### src/rtl/vec_pkg.sv
// Shared opcodes, flag bit positions and sequencer state encoding for the vector execute stage.
package vec_pkg;

  localparam logic [2:0] OP_MUL = 3'b000;
  localparam logic [2:0] OP_SUB = 3'b001;
  localparam logic [2:0] OP_ADD = 3'b010;
  localparam logic [2:0] OP_SET = 3'b111;

  localparam int unsigned FLG_V = 3;
  localparam int unsigned FLG_N = 2;

  typedef enum logic [1:0] {IDLE, BUSY, DONE} seq_state_t;

endpackage

### src/rtl/ALU_vec_aux.sv
// Single-lane signed ALU: mul/sub/add/set with two's-complement wrap and {V,N,0,0} flags.
module ALU_vec_aux
  import vec_pkg::*;
#(
  parameter int unsigned WIDTH = 8
) (
  input  logic [2:0]       opcode,
  input  logic             flag_scalar,
  input  logic [WIDTH-1:0] data_a,
  input  logic [WIDTH-1:0] data_b,
  input  logic [WIDTH-1:0] data_c,
  input  logic [7:0]       instance_num,
  output logic [WIDTH-1:0] result,
  output logic [3:0]       flags
);

  logic [WIDTH-1:0]   opb;
  logic [WIDTH:0]     sum;
  logic [WIDTH:0]     diff;
  logic [2*WIDTH-1:0] prod;
  logic               ovf;
  logic               unused_inst;

  assign unused_inst = ^instance_num;

  // flag_scalar substitutes the broadcast scalar for operand B
  assign opb  = flag_scalar ? data_c : data_b;
  assign sum  = {data_a[WIDTH-1], data_a} + {opb[WIDTH-1], opb};
  assign diff = {data_a[WIDTH-1], data_a} - {opb[WIDTH-1], opb};
  assign prod = $signed({{WIDTH{data_a[WIDTH-1]}}, data_a}) *
                $signed({{WIDTH{opb[WIDTH-1]}}, opb});

  always_comb begin
    result = '0;
    ovf    = 1'b0;
    case (opcode)
      OP_ADD: begin
        result = sum[WIDTH-1:0];
        ovf    = sum[WIDTH] ^ sum[WIDTH-1];
      end
      OP_SUB: begin
        result = diff[WIDTH-1:0];
        ovf    = diff[WIDTH] ^ diff[WIDTH-1];
      end
      OP_MUL: begin
        result = prod[WIDTH-1:0];
        ovf    = prod != {{WIDTH{prod[WIDTH-1]}}, prod[WIDTH-1:0]};
      end
      OP_SET: result = data_c;
      default: ;
    endcase
  end

  always_comb begin
    flags        = 4'b0000;
    flags[FLG_V] = ovf;
    flags[FLG_N] = result[WIDTH-1];
  end

endmodule

### src/rtl/vec_alu_sequencer.sv
// Vector execute stage: streams LANES elements through ALUS ALUs, ALUS lanes per cycle.
module vec_alu_sequencer
  import vec_pkg::*;
#(
  parameter int unsigned WIDTH = 8,
  parameter int unsigned LANES = 16,
  parameter int unsigned ALUS  = 4
) (
  input  logic                   clk,
  input  logic                   rst_n,
  input  logic                   in_valid,
  output logic                   in_ready,
  input  logic [2:0]             opcode,
  input  logic                   flag_scalar,
  input  logic [LANES*WIDTH-1:0] vec_a,
  input  logic [LANES*WIDTH-1:0] vec_b,
  input  logic [WIDTH-1:0]       scalar_c,
  output logic                   out_valid,
  input  logic                   out_ready,
  output logic [LANES*WIDTH-1:0] vec_result,
  output logic [LANES*4-1:0]     lane_flags,
  output logic [3:0]             flags_any,
  output logic [3:0]             flags_all
);

  localparam int unsigned G  = LANES / ALUS;
  localparam int unsigned GW = (G > 1) ? $clog2(G) : 1;

  if (LANES % ALUS != 0) begin : g_bad_lanes
    $error("LANES must be a multiple of ALUS");
  end

  seq_state_t             state_q;
  logic [GW-1:0]          grp_q;
  logic [2:0]             op_q;
  logic                   fs_q;
  logic [LANES*WIDTH-1:0] a_q, b_q;
  logic [WIDTH-1:0]       c_q;
  logic [ALUS*WIDTH-1:0]  alu_res;
  logic [ALUS*4-1:0]      alu_flg;
  logic                   accept;

  assign in_ready  = (state_q == IDLE) || ((state_q == DONE) && out_ready);
  assign out_valid = (state_q == DONE);
  assign accept    = in_valid && in_ready;

  for (genvar k = 0; k < ALUS; k++) begin : g_alu
    logic [7:0] lane;
    assign lane = 8'(int'(grp_q) * ALUS + k);
    ALU_vec_aux #(.WIDTH(WIDTH)) u_alu (
      .opcode      (op_q),
      .flag_scalar (fs_q),
      .data_a      (a_q[lane*WIDTH +: WIDTH]),
      .data_b      (b_q[lane*WIDTH +: WIDTH]),
      .data_c      (c_q),
      .instance_num(lane),
      .result      (alu_res[k*WIDTH +: WIDTH]),
      .flags       (alu_flg[k*4 +: 4])
    );
  end

  always_ff @(posedge clk or negedge rst_n) begin
    if (!rst_n) begin
      state_q    <= IDLE;
      grp_q      <= '0;
      op_q       <= '0;
      fs_q       <= 1'b0;
      a_q        <= '0;
      b_q        <= '0;
      c_q        <= '0;
      vec_result <= '0;
      lane_flags <= '0;
    end else begin
      if (accept) begin
        op_q    <= opcode;
        fs_q    <= flag_scalar;
        a_q     <= vec_a;
        b_q     <= vec_b;
        c_q     <= scalar_c;
        grp_q   <= '0;
        state_q <= BUSY;
      end else begin
        case (state_q)
          BUSY: begin
            for (int k = 0; k < ALUS; k++) begin
              vec_result[(int'(grp_q) * ALUS + k) * WIDTH +: WIDTH] <= alu_res[k*WIDTH +: WIDTH];
              lane_flags[(int'(grp_q) * ALUS + k) * 4 +: 4]         <= alu_flg[k*4 +: 4];
            end
            if (grp_q == GW'(G - 1)) state_q <= DONE;
            else                     grp_q   <= grp_q + GW'(1);
          end
          DONE:    if (out_ready) state_q <= IDLE;
          IDLE:    ;
          default: state_q <= IDLE;
        endcase
      end
    end
  end

  always_comb begin
    flags_any = 4'b0000;
    flags_all = 4'b1111;
    for (int i = 0; i < LANES; i++) begin
      flags_any = flags_any | lane_flags[i*4 +: 4];
      flags_all = flags_all & lane_flags[i*4 +: 4];
    end
  end

endmodule

### config.mk
export PLATFORM = sky130hd
export DESIGN_NAME = vec_alu_sequencer
export DESIGN_NICKNAME = d
export VERILOG_FILES = /design/src/rtl/vec_pkg.sv /design/src/rtl/ALU_vec_aux.sv /design/src/rtl/vec_alu_sequencer.sv
export SDC_FILE = /design/constraint.sdc
export NUM_CORES = 2
export LEC_CHECK = 0
export ABC_AREA = 1
export CORE_MARGIN = 4
export CORE_UTILIZATION = 56
export CTS_CLUSTER_SIZE = 40
export DETAILED_ROUTE_END_ITERATION = 10
export GPL_ROUTABILITY_DRIVEN = 1
export GPL_TIMING_DRIVEN = 0
export PLACE_DENSITY = 0.81
export SYNTH_ARGS = -nofsm -noshare
export SYNTH_HDL_FRONTEND = slang
export SYNTH_SLANG_ARGS = --single-unit
### constraint.sdc
create_clock -name clk -period 7 [get_ports clk]
set_input_delay 1.4 -clock clk [delete_from_list [all_inputs] [get_ports clk]]
set_output_delay 1.4 -clock clk [all_outputs]
set_load 0.1 [all_outputs]
==> run metrics <==
global placer's final weighted congestion around 1.0; WHS just under 0.5 ns; commonest non-fill, non-tap cell in the layout nand2_1; synthesized netlist cell count roughly 3800; Vias 29779; final wirelength around 120 mm; die area 61820 um^2; Yosys cell types 55; WL/cell roughly 23 um; antenna-violating nets left 0; Slew HR ~3%; minimum clock period between 6 and 7 ns; core area 56820 um^2; grt ovf 0; Critical Path AT 7.28 ns; crit path launch type flop; # rows 87; Final #Nets roughly 5000; max frequency 147.8 MHz; synthesized area per cell roughly 8.5 um^2; Synth Warn # 0; most frequent cells in the layout nand2_1 (802), inv_1 (565), clkdlybuf4s50_1 (436); Worst-path clk slew around 0.060 ns; register area share after synthesis about 32%; fill cell count between 4000 and 5000; number of global-route vias before repair approximately 30000; setup TNS 0 ns; Inst Count DP just over 5000; Post-synth EDFFs 0; CP delay by family, top adder cells; Critical Path RT around 7.5 ns; Clock Tree Buf Depth 3; most frequent cell on the critical path nand2_1; share of cells above drive strength 1 between 10% and 20%; Die Ht between 200 and 250 um; Final Util between 70 and 80%; post-route clock period utilization between 90% and 100%; main flop type after synthesis dfrtp_1; status complete, no violations; GRT Util Overall 37.98%; Max Cap Viol 0; Mapped Area roughly 32000 um^2; crit end category flop; Final Hold Fails 0; CP bufs+invs 7; non-filler cells, final between 5000 and 6000; die width around 250 um; drt first pass iters 8; pins over their slew limit 0; CTS tree done; setup violators final 0; largest net degree at the start of global routing between 100 and 150; port bufs around 440; Critical-path top delay cell dfrtp_2; TritonCTS Buffers 44; Layout area overhead 23.03%; initial core utilization a little under three fifths; largest stage delay on the critical path approximately 0.56 ns; DRC violations left 0; Worst Path Max Fanout 10; CTS sink count about 420; I/O pins about 470; routed vias/inst roughly 5.8; post-synthesis async set-or-reset flop share 100.0%; antenna violations before repair 12; Min-Delay Path Class flop to flop; Worst Max-Slew Pin Slew about 1.5 ns; hpwl dp 95.63 mm; clk_skew between 0.02 and 0.025 ns; CTS H-tree lvls 2; critical path class flop to flop; Iter 0 DRT Violations between 2000 and 3000; CTS root buffer clkbuf_16; FF+latch count, synth ~420; first-pass GRT wire length 179.1 mm; unrepaired setup endpoints after global routing true; clock insertion delay at the later pin of the skew report slightly below 0.6 ns
registers in the layout, summed over array words and instances (netlist names):
register and cells:
a_q 128, b_q 128, c_q 8, fs_q 1, grp_q 2, lane_flags 17, op_q 3, state_q 2
vec_result 127
Yosys cell counts, types with 2 or more instances:
cell type / count / area share [%]
nand2_1: 811 / 9.4
inv_1: 577 / 6.7
dfrtp_1: 416 / 32
nor2_1: 310 / 3.6
fa_1: 228 / 14
mux2_2: 210 / 7.3
nand3_1: 194 / 3.0
ha_1: 193 / 7.4
o21ai_0: 192 / 3.0
a21oi_1: 189 / 2.9
buf_4: 57 / 1.3
or2_2: 56 / 1.1
buf_2: 53 / 0.82
clkbuf_1: 48 / 0.56
nand4_1: 40 / 0.77
o21ai_1: 34 / 0.52
xor2_1: 17 / 0.46
a32oi_1: 14 / 0.38
a32oi_2: 14 / 0.70
nand3b_1: 14 / 0.32
xnor2_1: 13 / 0.35
a31oi_1: 12 / 0.23
buf_1: 12 / 0.14
nor3_1: 12 / 0.19
o2111ai_1: 12 / 0.32
a221oi_1: 11 / 0.30
nand2_2: 10 / 0.19
nor4_1: 10 / 0.19
o21bai_1: 10 / 0.23
inv_2: 8 / 0.093
o211ai_1: 6 / 0.14
nand3_2: 5 / 0.15
a211oi_1: 4 / 0.093
clkinv_1: 4 / 0.046
a2111o_1: 3 / 0.10
o31ai_1: 3 / 0.069
or2_0: 3 / 0.058
or2_1: 3 / 0.058
buf_6: 2 / 0.069
nand2_4: 2 / 0.069
o21ai_2: 2 / 0.054
o221ai_1: 2 / 0.054
o22ai_1: 2 / 0.039
cell type report:
type / count / area (um^2) / area share (%)
sequential: 416 / 10410 / 26.10
timing repair buffer: 451 / 4544 / 11.39
multi-input combinational: 2687 / 19230 / 48.20
clock inverter: 20 / 203.9 / 0.5112
clock buffer: 61 / 1256 / 3.149
antenna: 7 / 17.52 / 0.04391
inverter: 590 / 2230 / 5.589
buffer: 172 / 1056 / 2.647
tap: 756 / 945.9 / 2.371
cells by family (layout without fill, tap and decap cells):
group | after synthesis | in the layout | share of synthesized area [%]
multiplexers | 210 | 210 | 7.293
buffers and inverters | 762 | 1294 | 9.739
other | 1 | 43 | 0.01156
AO/OA/AOI/OAI | 516 | 516 | 9.280
adder cells (fa/ha/maj) | 421 | 421 | 21.52
AND/OR/NAND/NOR | 1473 | 1473 | 19.19
flip-flops | 416 | 416 | 32.10
XOR/XNOR | 31 | 31 | 0.8605
repair_timing:
item / 4_1_cts / 5_1_grt
resized for setup: 30 / 94
setup buffers: 0 / 11
endpoints found under the setup margin: 22 / 20
hold buffers: 0 / 0
pin swaps: 0 / 7
tightest hold or removal path, cell delays in order (launching register included):
cell     delay, ns
dfrtp_1       0.34
nand2_1       0.05
o21ai_0       0.06
path summary, 6_finish.rpt:
kind	cells after the start	to	slack [ns]	start
setup / recovery	27	lane_flags[19]	0.24	grp_q[0]
setup reg to reg	27	lane_flags[19]	0.24	grp_q[0]
min in group asynchronous	1	vec_result[123]	0.79	rst_n
hold / removal	2	vec_result[121]	0.49	vec_result[121]
max in group asynchronous	2	b_q[43]	5.13	rst_n
hold reg to reg	2	vec_result[121]	0.49	vec_result[121]
per-stage QoR:
step / worst slack, ns / cell area, um^2
after floorplan: 1.333 / 32560
after global placement: -13.73 / 37880
after detailed placement: -0.4258 / 37970
after CTS: 0.006180 / 39540
after global routing: -0.008421 / 39880
final: 0.2358 / 39890
layer usage:
| metal | wire (um) | part of all wire [%] | global-route usage, % |
|---|---|---|---|
| met5 | 58 | 0.048 | 0 |
| met4 | 8823 | 7.3 | 22.62 |
| met3 | 12490 | 10 | 8.589 |
| met2 | 53360 | 44 | 59.15 |
| met1 | 46030 | 38 | 48.87 |
Power is left out: the tool's default activity adds up to more than one toggle a clock period on the data nets, which glitch-free logic cannot reach.
